**src/rtl/rv32i_pipe_hazard_ctrl.sv**
```systemverilog
// Hazard and forwarding controller for the RV32I pipeline.
// A DEPTH-entry scoreboard shift register tracks every in-flight writer from
// EX onward. From it the block derives the forward selects for each operand,
// load-use stalls for any load latency, redirect flush/kill masks, and
// saturating stall/flush counters.
module rv32i_pipe_hazard_ctrl #(
  parameter  int DEPTH       = 3,
  parameter  int LOAD_LAT    = 1,
  parameter  int REDIR_STAGE = 0,
  parameter  int CNT_W       = 16,
  localparam int SEL_W       = $clog2(DEPTH + 1)
) (
  input  logic             Clk,
  input  logic             Reset_n,
  input  logic             ID_Valid,
  input  logic [4:0]       ID_Rs1_addr,
  input  logic             ID_Rs1_used,
  input  logic [4:0]       ID_Rs2_addr,
  input  logic             ID_Rs2_used,
  input  logic [4:0]       ID_Rd_addr,
  input  logic             ID_RegFile_wr_en,
  input  logic             ID_Mem_rd_en,
  input  logic             Redirect,
  input  logic             Hold,
  output logic             Stall,
  output logic             IF_ID_Flush,
  output logic [DEPTH-1:0] Kill_mask,
  output logic [SEL_W-1:0] ForwardA,
  output logic [SEL_W-1:0] ForwardB,
  output logic [CNT_W-1:0] Stall_count,
  output logic [CNT_W-1:0] Flush_count
);

  typedef struct packed {
    logic       valid;
    logic [4:0] rd;
    logic       wr_en;
    logic       is_load;
  } entry_t;

  // Entry 0 is the instruction in EX; higher indices are older.
  entry_t           sb_q [DEPTH];
  entry_t           sb_d [DEPTH];
  logic [CNT_W-1:0] stall_cnt_q, stall_cnt_d;
  logic [CNT_W-1:0] flush_cnt_q, flush_cnt_d;

  logic             hit_a, rdy_a, hit_b, rdy_b;
  logic [SEL_W-1:0] idx_a, idx_b;
  logic             hazard;
  logic             redirect_go;
  logic             issue;
  logic [DEPTH-1:0] kill;

  // An entry produces a value this operand must take instead of the register file.
  function automatic logic is_match(entry_t e, logic [4:0] rs, logic used);
    return e.valid && e.wr_en && used && (rs != 5'd0) && (e.rd == rs);
  endfunction

  // Find the youngest matching entry per operand and whether its result exists yet.
  always_comb begin
    // NOTE: every variable gets a default first so no path leaves it unassigned (no latch).
    hit_a = 1'b0;
    rdy_a = 1'b0;
    idx_a = '0;
    hit_b = 1'b0;
    rdy_b = 1'b0;
    idx_b = '0;
    // Walk from oldest to youngest so the youngest match overwrites the rest.
    for (int i = DEPTH - 1; i >= 0; i--) begin
      if (is_match(sb_q[i], ID_Rs1_addr, ID_Rs1_used)) begin
        hit_a = 1'b1;
        idx_a = SEL_W'(i);
        rdy_a = !sb_q[i].is_load || (i >= LOAD_LAT);
      end
      if (is_match(sb_q[i], ID_Rs2_addr, ID_Rs2_used)) begin
        hit_b = 1'b1;
        idx_b = SEL_W'(i);
        rdy_b = !sb_q[i].is_load || (i >= LOAD_LAT);
      end
    end
  end

  assign hazard      = ID_Valid && ((hit_a && !rdy_a) || (hit_b && !rdy_b));
  assign redirect_go = Redirect && !Hold;
  assign issue       = ID_Valid && !hazard && !Redirect;

  assign ForwardA    = (hit_a && rdy_a) ? idx_a + SEL_W'(1) : '0;
  assign ForwardB    = (hit_b && rdy_b) ? idx_b + SEL_W'(1) : '0;
  // A redirect discards the ID instruction, so a hazard it shadows never stalls.
  assign Stall       = Hold || (hazard && !Redirect);
  assign IF_ID_Flush = redirect_go;
  assign Kill_mask   = kill;
  assign Stall_count = stall_cnt_q;
  assign Flush_count = flush_cnt_q;

  // Entries younger than the redirecting stage are nullified.
  always_comb begin
    kill = '0;
    for (int i = 0; i < DEPTH; i++) begin
      kill[i] = redirect_go && (i < REDIR_STAGE);
    end
  end

  // Next scoreboard contents and saturating counter values.
  always_comb begin
    sb_d[0] = issue ? '{valid: 1'b1, rd: ID_Rd_addr, wr_en: ID_RegFile_wr_en,
                        is_load: ID_Mem_rd_en}
                    : '0;
    for (int i = 1; i < DEPTH; i++) begin
      sb_d[i] = sb_q[i-1];
      if (kill[i-1]) sb_d[i].valid = 1'b0;
    end
    stall_cnt_d = stall_cnt_q;
    if (hazard && !Redirect && (stall_cnt_q != '1)) stall_cnt_d = stall_cnt_q + CNT_W'(1);
    flush_cnt_d = flush_cnt_q;
    if (Redirect && (flush_cnt_q != '1)) flush_cnt_d = flush_cnt_q + CNT_W'(1);
  end

  // Advance the scoreboard and counters unless the pipeline is globally held.
  always_ff @(posedge Clk or negedge Reset_n) begin
    if (!Reset_n) begin
      // NOTE: the scoreboard is reset (unlike a data RAM) because a stale valid bit would forward garbage.
      for (int i = 0; i < DEPTH; i++) sb_q[i] <= '0;
      stall_cnt_q <= '0;
      flush_cnt_q <= '0;
    end else if (!Hold) begin
      // NOTE: non-blocking assignments so every register samples pre-edge values.
      for (int i = 0; i < DEPTH; i++) sb_q[i] <= sb_d[i];
      stall_cnt_q <= stall_cnt_d;
      flush_cnt_q <= flush_cnt_d;
    end
  end

endmodule
```
**config.mk**
```make
export PLATFORM = sky130hd
export DESIGN_NAME = rv32i_pipe_hazard_ctrl
export DESIGN_NICKNAME = d
export VERILOG_FILES = /design/src/rtl/rv32i_pipe_hazard_ctrl.sv
export SDC_FILE = /design/constraint.sdc
export NUM_CORES = 1
export LEC_CHECK = 0
export ABC_AREA = 1
export BUFFER_PORTS_ARGS = -buffer_cell sky130_fd_sc_hd__buf_4
export CAP_MARGIN = 30
export CORE_MARGIN = 4
export CORE_UTILIZATION = 50
export CTS_CLUSTER_DIAMETER = 120
export DETAILED_ROUTE_END_ITERATION = 12
export PLACE_DENSITY = 0.73
export SYNTH_ARGS = -nofsm -noshare
export SYNTH_HDL_FRONTEND = slang
export SYNTH_SLANG_ARGS = --single-unit
```
**constraint.sdc**
```tcl
create_clock -name Clk -period 2.4 [get_ports Clk]
set_clock_uncertainty 0.1 [all_clocks]
set_input_delay 0.48 -clock Clk [delete_from_list [all_inputs] [get_ports Clk]]
set_output_delay 0.48 -clock Clk [all_outputs]
set_load 0.03 [all_outputs]
```
## Yosys cells after proc, flatten, opt, wreduce, memory -nomap -nowiden

Index checks and enable logic that the tools add are counted.
W data, S select, Z words.

- Add/sub/neg operators: 4
- Equal/unequal tests: 8
- Mux-type cells: 17
- Bitwise operators: 1
- Reductions and logical operators: 44

Operator list:

| cell | number |
|---|---|
| $add A16 B1 Y16 const B | 2 |
| $logic_and A1 B1 Y1 | 32 |
| $ne A16 B16 Y1 const B | 2 |
| $eq A5 B5 Y1 | 6 |
| $mux W2 | 8 |
| $reduce_bool A5 Y1 | 2 |
| $mux W1 | 8 |
| $mux W8 | 1 |
| $logic_not A1 Y1 | 6 |
| $add A2 B1 Y2 const B | 2 |
| $reduce_and A2 Y1 | 2 |
| $logic_or A1 B1 Y1 | 2 |
| $not A1 Y1 | 1 |

- Register bits after elaboration: 54
- Output and inout bits: 41

## Logic depth before layout (Yosys ltp)

Gate-level depths: netlist (run 1).

- Depth in word-level cells: 15
- Depth in mapped cells: 11
- Mapped depth without buffers: 10

## Worst setup path before layout (run 1)

OpenSTA, ideal clock, no wires.

- Kind: input to output
- Start point: in ID_Rs1_addr[0]
- End point: out ForwardA[0]
- Arrival time: 1.815 ns
- Required time: 1.820 ns
- Setup slack: 0.005 ns
- Stages on the path: 5
- Buffers on the path: 0
- Cell sequence: or2_1 -> nor2_2 -> nor2_2 -> nand3_4 -> a21boi_0

- Longest elaborated chain between the ends: 8
- Elaborated cells on any way between the ends: 19
- Classes of those cells: add/sub (1); eq/ne (3); mux (7); reduce/logical (8)

RTL lines:

| item | line | text |
|---|---|---|
| from (decl) | 16 | `input logic [4:0] ID_Rs1_addr,` |
| branches (longest 7 deep; another with $add A2 B1 Y2) | -- |  |
| $mux W2 * | 87 | `assign ForwardA = (hit_a && rdy_a) ? idx_a + SEL_W'(1) : '0;` |
| to (decl) | 28 | `output logic [SEL_W-1:0] ForwardA,` |

Every way passes the cells marked *.

## Final worst setup path (run 1)

- Start point: reg, netlist name sb_d[13]
- End point: out ForwardA[0]

- Longest elaborated chain between the ends: 5
- Elaborated cells on any way between the ends: 8
- Classes of those cells: add/sub (1); eq/ne (1); mux (4); reduce/logical (2)

RTL lines:

| item | line | text |
|---|---|---|
| $eq A5 B5 Y1 * | 56 | `return e.valid && e.wr_en && used && (rs != 5'd0) && (e.rd == rs);` |
| $logic_and A1 B1 Y1 * | 56 |  |
| $mux W2 or $mux W1 (tied branches) | 70 | `if (is_match(sb_q[i], ID_Rs1_addr, ID_Rs1_used)) begin` |
| $add A2 B1 Y2 or $logic_and A1 B1 Y1 (tied branches) | 87 |  |
| $mux W2 * | 87 |  |

Every way passes the cells marked *; elsewhere a longest branch is shown, timed or not.

==> metrics.cfg, run 1 <==
[routing]
drtIter0Drc = 138
via_per_inst = 5.002
vias = 3216
route.detailed.drc = 0
firstDrtPassIters = 6
routed_wirelength_um = 8426
wire_per_inst_um = 13.10
ant_nets = 0

[layout]
layout.cells.non_filler = 643
nNetsFinal = 573
area_growth_pct = 22.37
diodes = 0
fillers = 644
drive_above_1_share_pct = 24.50

[synthesis]
synth_ff_type = dfrtp_1
synth_edf_count = 0
yosysUniqueCellTypes = 32
synth_top_area_share_pct = 38.11
async_flop_share_pct = 100.0
ys_seq_elements = 54
netlist_instances = 476
ys_seq_area_share_pct = 38.11
yosysTopAreaCell = dfrtp_1
syn-cell-area_um2 = 3546
syn_avg_cell_area_um2 = 7.449
yosys_warnings = 0
synthTopCellsByArea = dfrtp_1 38%, nand2_1 16%, xnor2_1 5.7%

[floorplan]
die_w_um = 92.21
die-area_um2 = 8503
start_util_pct = 51.90
core_area_um2 = 6832
die_h_um = 92.21
row_count = 30
ios = 65

[timing]
setup_viol = 0
drv_slew = 0
max_slew.worst_pin.slew_ns = 0.6790
slew_headroom_pct = 54.74
rsz0062_at_grt = yes
clock.fmax_ghz = 0.4277
whs_ns = 0.1025
finalHoldViolCount = 0
post-route-worst-setup-slack_ns = 0.06198
fin_crit_ns = 2.338
period_share_pct = 97.42

[clocking]
clk_latency_ns = 0.31
cts_max_path_buffers = 2
cts_tree = built
cts_hold_buf = 0
numCtsBuffers = 5
cts-root-buf = clkbuf_8
h-tree-depth = 2
clk_pin_slew_ns = 0.10
cts_sinks = 54

[worst_setup_path]
path_cells = xnor2_2, nand2_2, nor2_4, nand3_4, buf_6, a21boi_2, buf_6
end_kind = output port
cpPeakStageDelay_ns = 0.48
regToRegStartpoint = Flush_count[0]
crit_arrival_ns = 1.76
worstPathMaxFanout = 4
critPathKind = reg -> out
r2r_slack_ns = 0.45
worstSetupStartpointType = flop
cp_slowest_cell = dfrtp_2
r2r_end = Flush_count[3]
worst-endpoint-required_ns = 1.82
rr_worst_depth = 8
cp_common_cell = buf_6

[placed_design]
hpwl_um = 6276
gp_congestion = 0.9168
port-buffer-count = 61
post-place-cells = 626
post-place-ws_ns = 0.08028

[grt]
antenna_found_initial = 0
grt_first_pass_wirelength_um = 14010
grt_pass1_vias = 3009
grt_max_degree = 55
grtUsageTotal_pct = 20.10
overflow = 0

[pwr]
p_leak_nw = 2.145
power_density_nw_per_um2 = 484.9
ir_drop_mv = 0.3402

[hold_path]
hp-class = in -> async

[status]
status = finished, final reports clean

[job]
drv_cap = 0

==> Yosys cell counts (all sizes together) (2+ instances only) <==
library cell,count
buf,8
dfrtp,54
nand4,17
a21oi,9
a21boi,3
clkbuf,4
nand3b,2
or2,3
ha,2
nor3,9
nand2,173
nand3,39
inv,50
xor2,20
nor2,44
o21ai,13
xnor2,23
==> metrics by stage <==
stage	setup TNS (ns)	power [mW]	utilization, %	cell area (µm²)
finish	0	2.104	63.52	4339
detailed placement	0	1.476	59.41	4059
floorplan	0	1.319	-	3553
global route	-0.07856	2.217	63.52	4339
global placement	0	1.467	59.41	4059
CTS	0	2.105	61.89	4228
==> cell type report <==
cell class                 instances  area [µm²]  area share, %
multi-input combinational        362        1979          45.62
inverter                          50       197.7          4.556
timing repair buffer              74       574.3          13.24
tap                               96       120.1          2.768
clock inverter                     1       30.03         0.6920
clock buffer                       6       82.58          1.903
sequential                        54        1355          31.23
==> report_power, final <==
part	switching [mW]	internal, mW
Combinational	0.252	0.173
Clock	0.290	0.334
Sequential	0.0853	0.970
==> layer usage <==
layer / vias up / GRT usage (%) / part of all wire, %
li1: 1634 / - / -
met1: 1502 / 26.55 / 46
met2: 72 / 34.31 / 49
met3: 8 / 3.692 / 4.4
met4: 0 / 4.455 / 0.97
met5: - / 0 / 0
==> cell usage in the layout, fill, tap and decap left out, types with 6 or more instances in the layout <==
master    synthesis  routed
xor2_1           20      20
nand4_1          17      17
nor2_1           36      35
xnor2_1          23      20
inv_1            47      45
nand3_1          34      34
nand2_2          17      18
o21ai_0          13      13
buf_4             5      69
clkbuf_8          0       6
a21oi_1           9       9
dfrtp_1          54      51
nor3_1            8       8
nand2_1         154     153
==> logic make-up after synthesis <==
family,Yosys count,synth area share (%)
AOI/OAI and AO/OA,26,3.952
xor gates and xnor gates,43,10.62
adders and majority gates,2,0.7056
buffers and inverters,62,8.116
DFF,54,38.11
other,1,0.1058
and+or+nand+nor,288,38.39
==> timing repair <==
item                                    CTS  global route
setup buffers                             5             5
endpoints found under the hold margin     0             0
pin swaps                                 3             9
gates resized for setup                   4            23
endpoints found under the setup margin    1             4
==> how the worst max path moves through the flow <==
stage / slack [ns] / cells past startpoint / from / endpoint
floorplan: 0.005 / 5 / ID_Rs1_addr[0] / ForwardA[0]
global placement: 0.11 / 9 / ID_Rs2_addr[2] / Stall
detailed placement: 0.08 / 9 / ID_Rs2_addr[2] / Stall
CTS: 0.01 / 7 / sb_q[4] / ForwardA[0]
global route: -0.04 / 8 / sb_d[13] / Stall
finish: 0.06 / 7 / sb_d[13] / ForwardA[0]
==> flip-flops by register name (all words and copies together) (netlist names) <==
| register | count |
|---|---|
| sb_d | 15 |
| sb_q | 7 |
| Stall_count | 16 |
| Flush_count | 16 |
==> worst max-delay path: cells and delay by family, from the launching register on <==
family,cells,cell delay [ns]
AND/OR/NAND/NOR,3,0.35
AO/OA/AOI/OAI,1,0.15
flip-flops,1,0.48
buffers and inverters,2,0.28
XOR/XNOR,1,0.19
Power figures use the tool's default switching activity.
==> run 2, diff against run 1 <==
--- a/config.mk
+++ b/config.mk
@@ -8,7 +8,8 @@
 export ABC_AREA = 1
 export BUFFER_PORTS_ARGS = -buffer_cell sky130_fd_sc_hd__buf_4
 export CAP_MARGIN = 30
-export CORE_MARGIN = 4
+export CORE_ASPECT_RATIO = 1.25
+export CORE_MARGIN = 10
 export CORE_UTILIZATION = 50
 export CTS_CLUSTER_DIAMETER = 120
 export DETAILED_ROUTE_END_ITERATION = 12
==> run 2 against run 1 <==
Net effect: flip-flop and latch count is the same; highest routed layer unchanged; sequential share of layout area grew 0.32 points; critical path type unchanged; critical endpoint is now ForwardB[0]; power fell by 0.81%; worst hold slack worse by 0.0064 ns; routed wire length rose by 3.3%; first-iteration DRC count shrank 21%; largest power group unchanged; core utilization fell by 1.6 points; critical path depth did not move.
==> metrics.cfg, run 2 (synthesized netlist as in run 1, its figures left out) <==
[status]
status = finished, final reports clean

[floorplan]
ios = 65
row_count = 34
start_util_pct = 51.14
die_w_um = 95.32
die_h_um = 114.2
core_area_um2 = 6934
die-area_um2 = 10880

[routing]
route.detailed.drc = 0
ant_nets = 0
via_per_inst = 5.052
firstDrtPassIters = 4
routed_wirelength_um = 8701
drtIter0Drc = 109
vias = 3233
wire_per_inst_um = 13.60

[timing]
rsz0062_at_grt = yes
clock.fmax_ghz = 0.4225
fin_crit_ns = 2.367
period_share_pct = 98.63
slew_headroom_pct = 53.97
max_slew.worst_pin.slew_ns = 0.6905
setup_viol = 0
finalHoldViolCount = 0
drv_slew = 0

[pwr]
switching_share_pct = 30.54
p_leak_nw = 2.141
seq_power_share_pct = 50.5
clkPwrFrac_pct = 29.0
power_report.internal_total_mw = 1.450
combPwrFrac_pct = 20.4
p_sw_mw = 0.6373
ir_drop_mv = 0.5344
power_density_nw_per_um2 = 485.8

[grt]
grt_first_pass_wirelength_um = 14330
grtUsageTotal_pct = 16.04
grt_pass1_vias = 3105
overflow = 0
use_met2_pct = 28.38
busiest_layer = met2
met3_usage_pct = 4.134
antenna_found_initial = 0
grt_use_met1_pct = 18.16
grt_max_degree = 55

[placed_design]
gp_congestion = 0.8852
hpwl_um = 6651
dpl_cell_area_um2 = 4044
port-buffer-count = 61
post-place-cells = 619

[clocking]
cts_tree = built
cts_max_path_buffers = 2
cts_sinks = 54
numCtsBuffers = 5
clk_latency_ns = 0.31
h-tree-depth = 2
cts-root-buf = clkbuf_8
clk_pin_slew_ns = 0.09

[worst_setup_path]
cp_slowest_cell = dfrtp_2
critPathKind = reg -> out
cp_common_cell = buf_4
worst-path-buf-inv = 2
worstSetupStartpointType = flop
cpPeakStageDelay_ns = 0.47
path_cells = xnor2_2, nand2_1, nor2_4, nand3_4, buf_4, a21boi_0, buf_4
worst-endpoint-required_ns = 1.82
worstPathMaxFanout = 4
crit_arrival_ns = 1.79
end_kind = output port
crit_family = flip-flops

[layout]
nNetsFinal = 575
area_growth_pct = 21.14
final_core_util_pct = 61.95
diodes = 0
final_common_cell = nand2_1
drive_above_1_share_pct = 24.18
layout.cells.non_filler = 640
final_cell_mix = 153 x nand2_1, 76 x buf_4, 51 x dfrtp_1
finalInstanceArea_um2 = 4295

[job]
drv_cap = 0

[hold_path]
hp-class = in -> async

## run 2: timing repair
action	CTS	global route
hold buffers	0	0
resized for setup	4	12
setup endpoints to repair	4	4
buffers inserted	4	9
pin swaps	2	12
endpoints found under the hold margin	0	0
## run 2: metal layers
layer	wire length (µm)	vias up
li1	-	1636
met4	107	0
met1	3554	1513
met5	0	-
met2	4515	74
met3	523	10
## run 2: path summary, 6_finish.rpt
| kind | start | end | slack [ns] | cells after the start |
|---|---|---|---|---|
| worst min register to register | sb_q[7] | sb_q[7] | 0.38 | 2 |
| max in group asynchronous | Reset_n | sb_q[4] | 1.59 | 1 |
| worst max register to register | sb_d[13] | Stall_count[5] | 0.48 | 10 |
| worst max-delay path | sb_d[13] | ForwardB[0] | 0.03 | 7 |
| worst min-delay path | Reset_n | sb_q[5] | 0.1 | 1 |
| min in group Clk | ID_Rd_addr[2] | sb_d[12] | 0.32 | 3 |
## run 2: metrics by stage
| step | total power, mW | setup WS, ns | hold slack (ns) | TNS (ns) |
|---|---|---|---|---|
| 6_report | 2.087 | 0.03290 | 0.09607 | 0 |
| 5_1_grt | 2.207 | -0.06869 | 0.1436 | -0.1232 |
| 3_3_place_gp | 1.469 | 0.1192 | 0.3619 | 0 |
| 3_5_place_dp | 1.478 | 0.09974 | 0.3708 | 0 |
| 4_1_cts | 2.096 | -0.02090 | 0.1249 | -0.02090 |
| 2_1_floorplan | 1.319 | 0.004742 | 0.08441 | 0 |
## run 2: cell type report
type	count	area, µm²
Clock buffer	5	68.82
Clock inverter	3	40.04
Fill cell	626	2639
Inverter	50	192.7
Multi-Input combinational cell	362	1956
Sequential cell	54	1355
Tap cell	90	112.6
Timing Repair Buffer	76	570.5
## run 2: worst register-to-register path, delay by kind of cell, from the launching register on
kind	cells	cell delay, ns
and+or+nand+nor	7	0.76
DFF	1	0.47
buffers and inverters	2	0.33
xor gates and xnor gates	1	0.17
## run 2: power by group through the flow
stage	Sequential, mW	Combinational (mW)	Clock, mW
2_1_floorplan	1.11	0.207	0
3_3_place_gp	1.07	0.400	0
3_5_place_dp	1.07	0.408	0
4_1_cts	1.05	0.411	0.631
5_1_grt	1.07	0.470	0.670
6_report	1.05	0.427	0.606
==> run 3, diff against run 2 <==
--- a/config.mk
+++ b/config.mk
@@ -9,7 +9,6 @@
 export BUFFER_PORTS_ARGS = -buffer_cell sky130_fd_sc_hd__buf_4
 export CAP_MARGIN = 30
 export CORE_ASPECT_RATIO = 1.25
-export CORE_MARGIN = 10
 export CORE_UTILIZATION = 50
 export CTS_CLUSTER_DIAMETER = 120
 export DETAILED_ROUTE_END_ITERATION = 12
==> run 3 against run 2 <==
Net effect: non-clock buffer count is the same; combinational power shrank 1%; routed wire length shrank 3.8%; sequential power is essentially flat; highest routed layer unchanged.
==> metrics.cfg, run 3 (synthesized netlist as in run 1, its figures left out) <==
[status]
status = finished, final reports clean

[worst_setup_path]
regToRegStartpoint = Flush_count[0]
worstPathMaxFanout = 4
cpPeakStageDelay_ns = 0.45
cp_common_cell = nand2_1
crit_arrival_ns = 1.77
path_cells = inv_1, nand2_1, nand2_1, nand2_1, nor2_4, nand3_4, buf_4, a21boi_1, buf_4
worst-path-buf-inv = 3
rr_worst_depth = 8
r2r_slack_ns = 0.45
cp_slowest_cell = dfrtp_2
end_kind = output port
r2r_end = Flush_count[8]
crit_family = simple AND/OR/NAND/NOR gates
worst-endpoint-required_ns = 1.82
critPathKind = reg -> out
worstSetupStartpointType = flop

[clocking]
clk_latency_ns = 0.30
clk_pin_slew_ns = 0.09
cts_hold_buf = 0
cts_sinks = 54
h-tree-depth = 2
cts-root-buf = clkbuf_8
cts_max_path_buffers = 2
cts_tree = built
numCtsBuffers = 5

[floorplan]
core_area_um2 = 6689
die_h_um = 96.16
start_util_pct = 53.01
die_w_um = 77.32
row_count = 33
die-area_um2 = 7435
ios = 65

[routing]
routed_wirelength_um = 8373
drtIter0Drc = 123
vias = 3238
firstDrtPassIters = 5
wire_per_inst_um = 13.14
ant_nets = 0
route.detailed.drc = 0
via_per_inst = 5.083

[placed_design]
port-buffer-count = 61
gp_congestion = 0.8583
hpwl_um = 6124

[timing]
period_share_pct = 98.05
max_slew.worst_pin.slew_ns = 0.6847
finalHoldViolCount = 0
clock.fmax_ghz = 0.4250
whs_ns = 0.1047
rsz0062_at_grt = yes
fin_crit_ns = 2.353
slew_headroom_pct = 54.35
setup_viol = 0
drv_slew = 0

[layout]
final_common_cell = nand2_1
area_growth_pct = 21.74
fillers = 613
nNetsFinal = 575
drive_above_1_share_pct = 23.64
final_cell_mix = 154 x nand2_1, 73 x buf_4, 51 x dfrtp_1
diodes = 0
final_core_util_pct = 64.53

[pwr]
ir_drop_mv = 0.4898
power_mw = 2.081
power_density_nw_per_um2 = 482.1
p_leak_nw = 2.152

[grt]
grtUsageTotal_pct = 23.13
grt_first_pass_wirelength_um = 13590
antenna_found_initial = 0
grt_max_degree = 55
overflow = 0
grt_pass1_vias = 2985

[hold_path]
hp-class = in -> async

[job]
drv_cap = 0

[run 3: cell count changes in the layout (fill, tap and decap cells not counted), sizes merged]
cell	change
clkbuf	+2
clkinv	-2
[run 3: worst max path at each step]
| stage | depth (start not counted) | start | slack, ns | endpoint |
|---|---|---|---|---|
| CTS | 10 | sb_d[12] | 0.01 | Stall |
| floorplan | 5 | ID_Rs1_addr[0] | 0.005 | ForwardA[0] |
| global placement | 9 | ID_Rs1_addr[3] | 0.15 | Stall |
| finish | 9 | sb_d[12] | 0.05 | ForwardA[0] |
| global route | 9 | sb_d[12] | -0.03 | ForwardA[0] |
| detailed placement | 9 | ID_Rs1_addr[3] | 0.10 | Stall |
[run 3: power breakdown]
| part | total, mW | internal (mW) | switching (mW) | leakage (nW) |
|---|---|---|---|---|
| Clock | 0.604 | 0.313 | 0.291 | 0.0524 |
| Combinational | 0.422 | 0.171 | 0.251 | 1.38 |
| Sequential | 1.06 | 0.969 | 0.0861 | 0.717 |
| Total | 2.08 | 1.45 | 0.628 | 2.15 |
[run 3: through the flow]
step	instances	setup TNS, ns	worst slack [ns]	cell area (µm²)
2_1_floorplan	478	0	0.004742	3553
3_3_place_gp	616	0	0.1520	4040
3_5_place_dp	616	0	0.1046	4040
4_1_cts	633	0	0.01111	4230
5_1_grt	637	-0.04665	-0.02679	4317
6_report	637	0	0.04683	4317
[run 3: timing repair]
item | in CTS | in global routing
buffers inserted | 9 | 4
pin swaps | 9 | 7
endpoints found under the setup margin | 1 | 4
gates resized for setup | 4 | 15
[run 3: metal layers]
metal	part of all wire [%]	vias up	GRT usage, %
li1	-	1631	-
met1	43	1504	28.52
met2	50	78	40.12
met3	3.6	25	3.412
met4	3.4	0	10.53
met5	0	-	0
[run 3: cell type report]
class / instances / area [µm²] / area share, %
Multi-Input combinational cell: 362 / 1972 / 45.68
Clock buffer: 7 / 76.32 / 1.768
Inverter: 50 / 192.7 / 4.464
Tap cell: 87 / 108.9 / 2.522
Clock inverter: 1 / 30.03 / 0.6957
Timing Repair Buffer: 76 / 581.8 / 13.48
Sequential cell: 54 / 1355 / 31.39
[run 3: worst reg2reg max path, stage by stage, from the launching register on]
cell	delay, ns
dfrtp_1	0.46
ha_1	0.26
nand3_2	0.16
nor4_4	0.26
nand2_1	0.09
nand2_2	0.20
inv_2	0.17
nand2_1	0.09
nand2_1	0.05
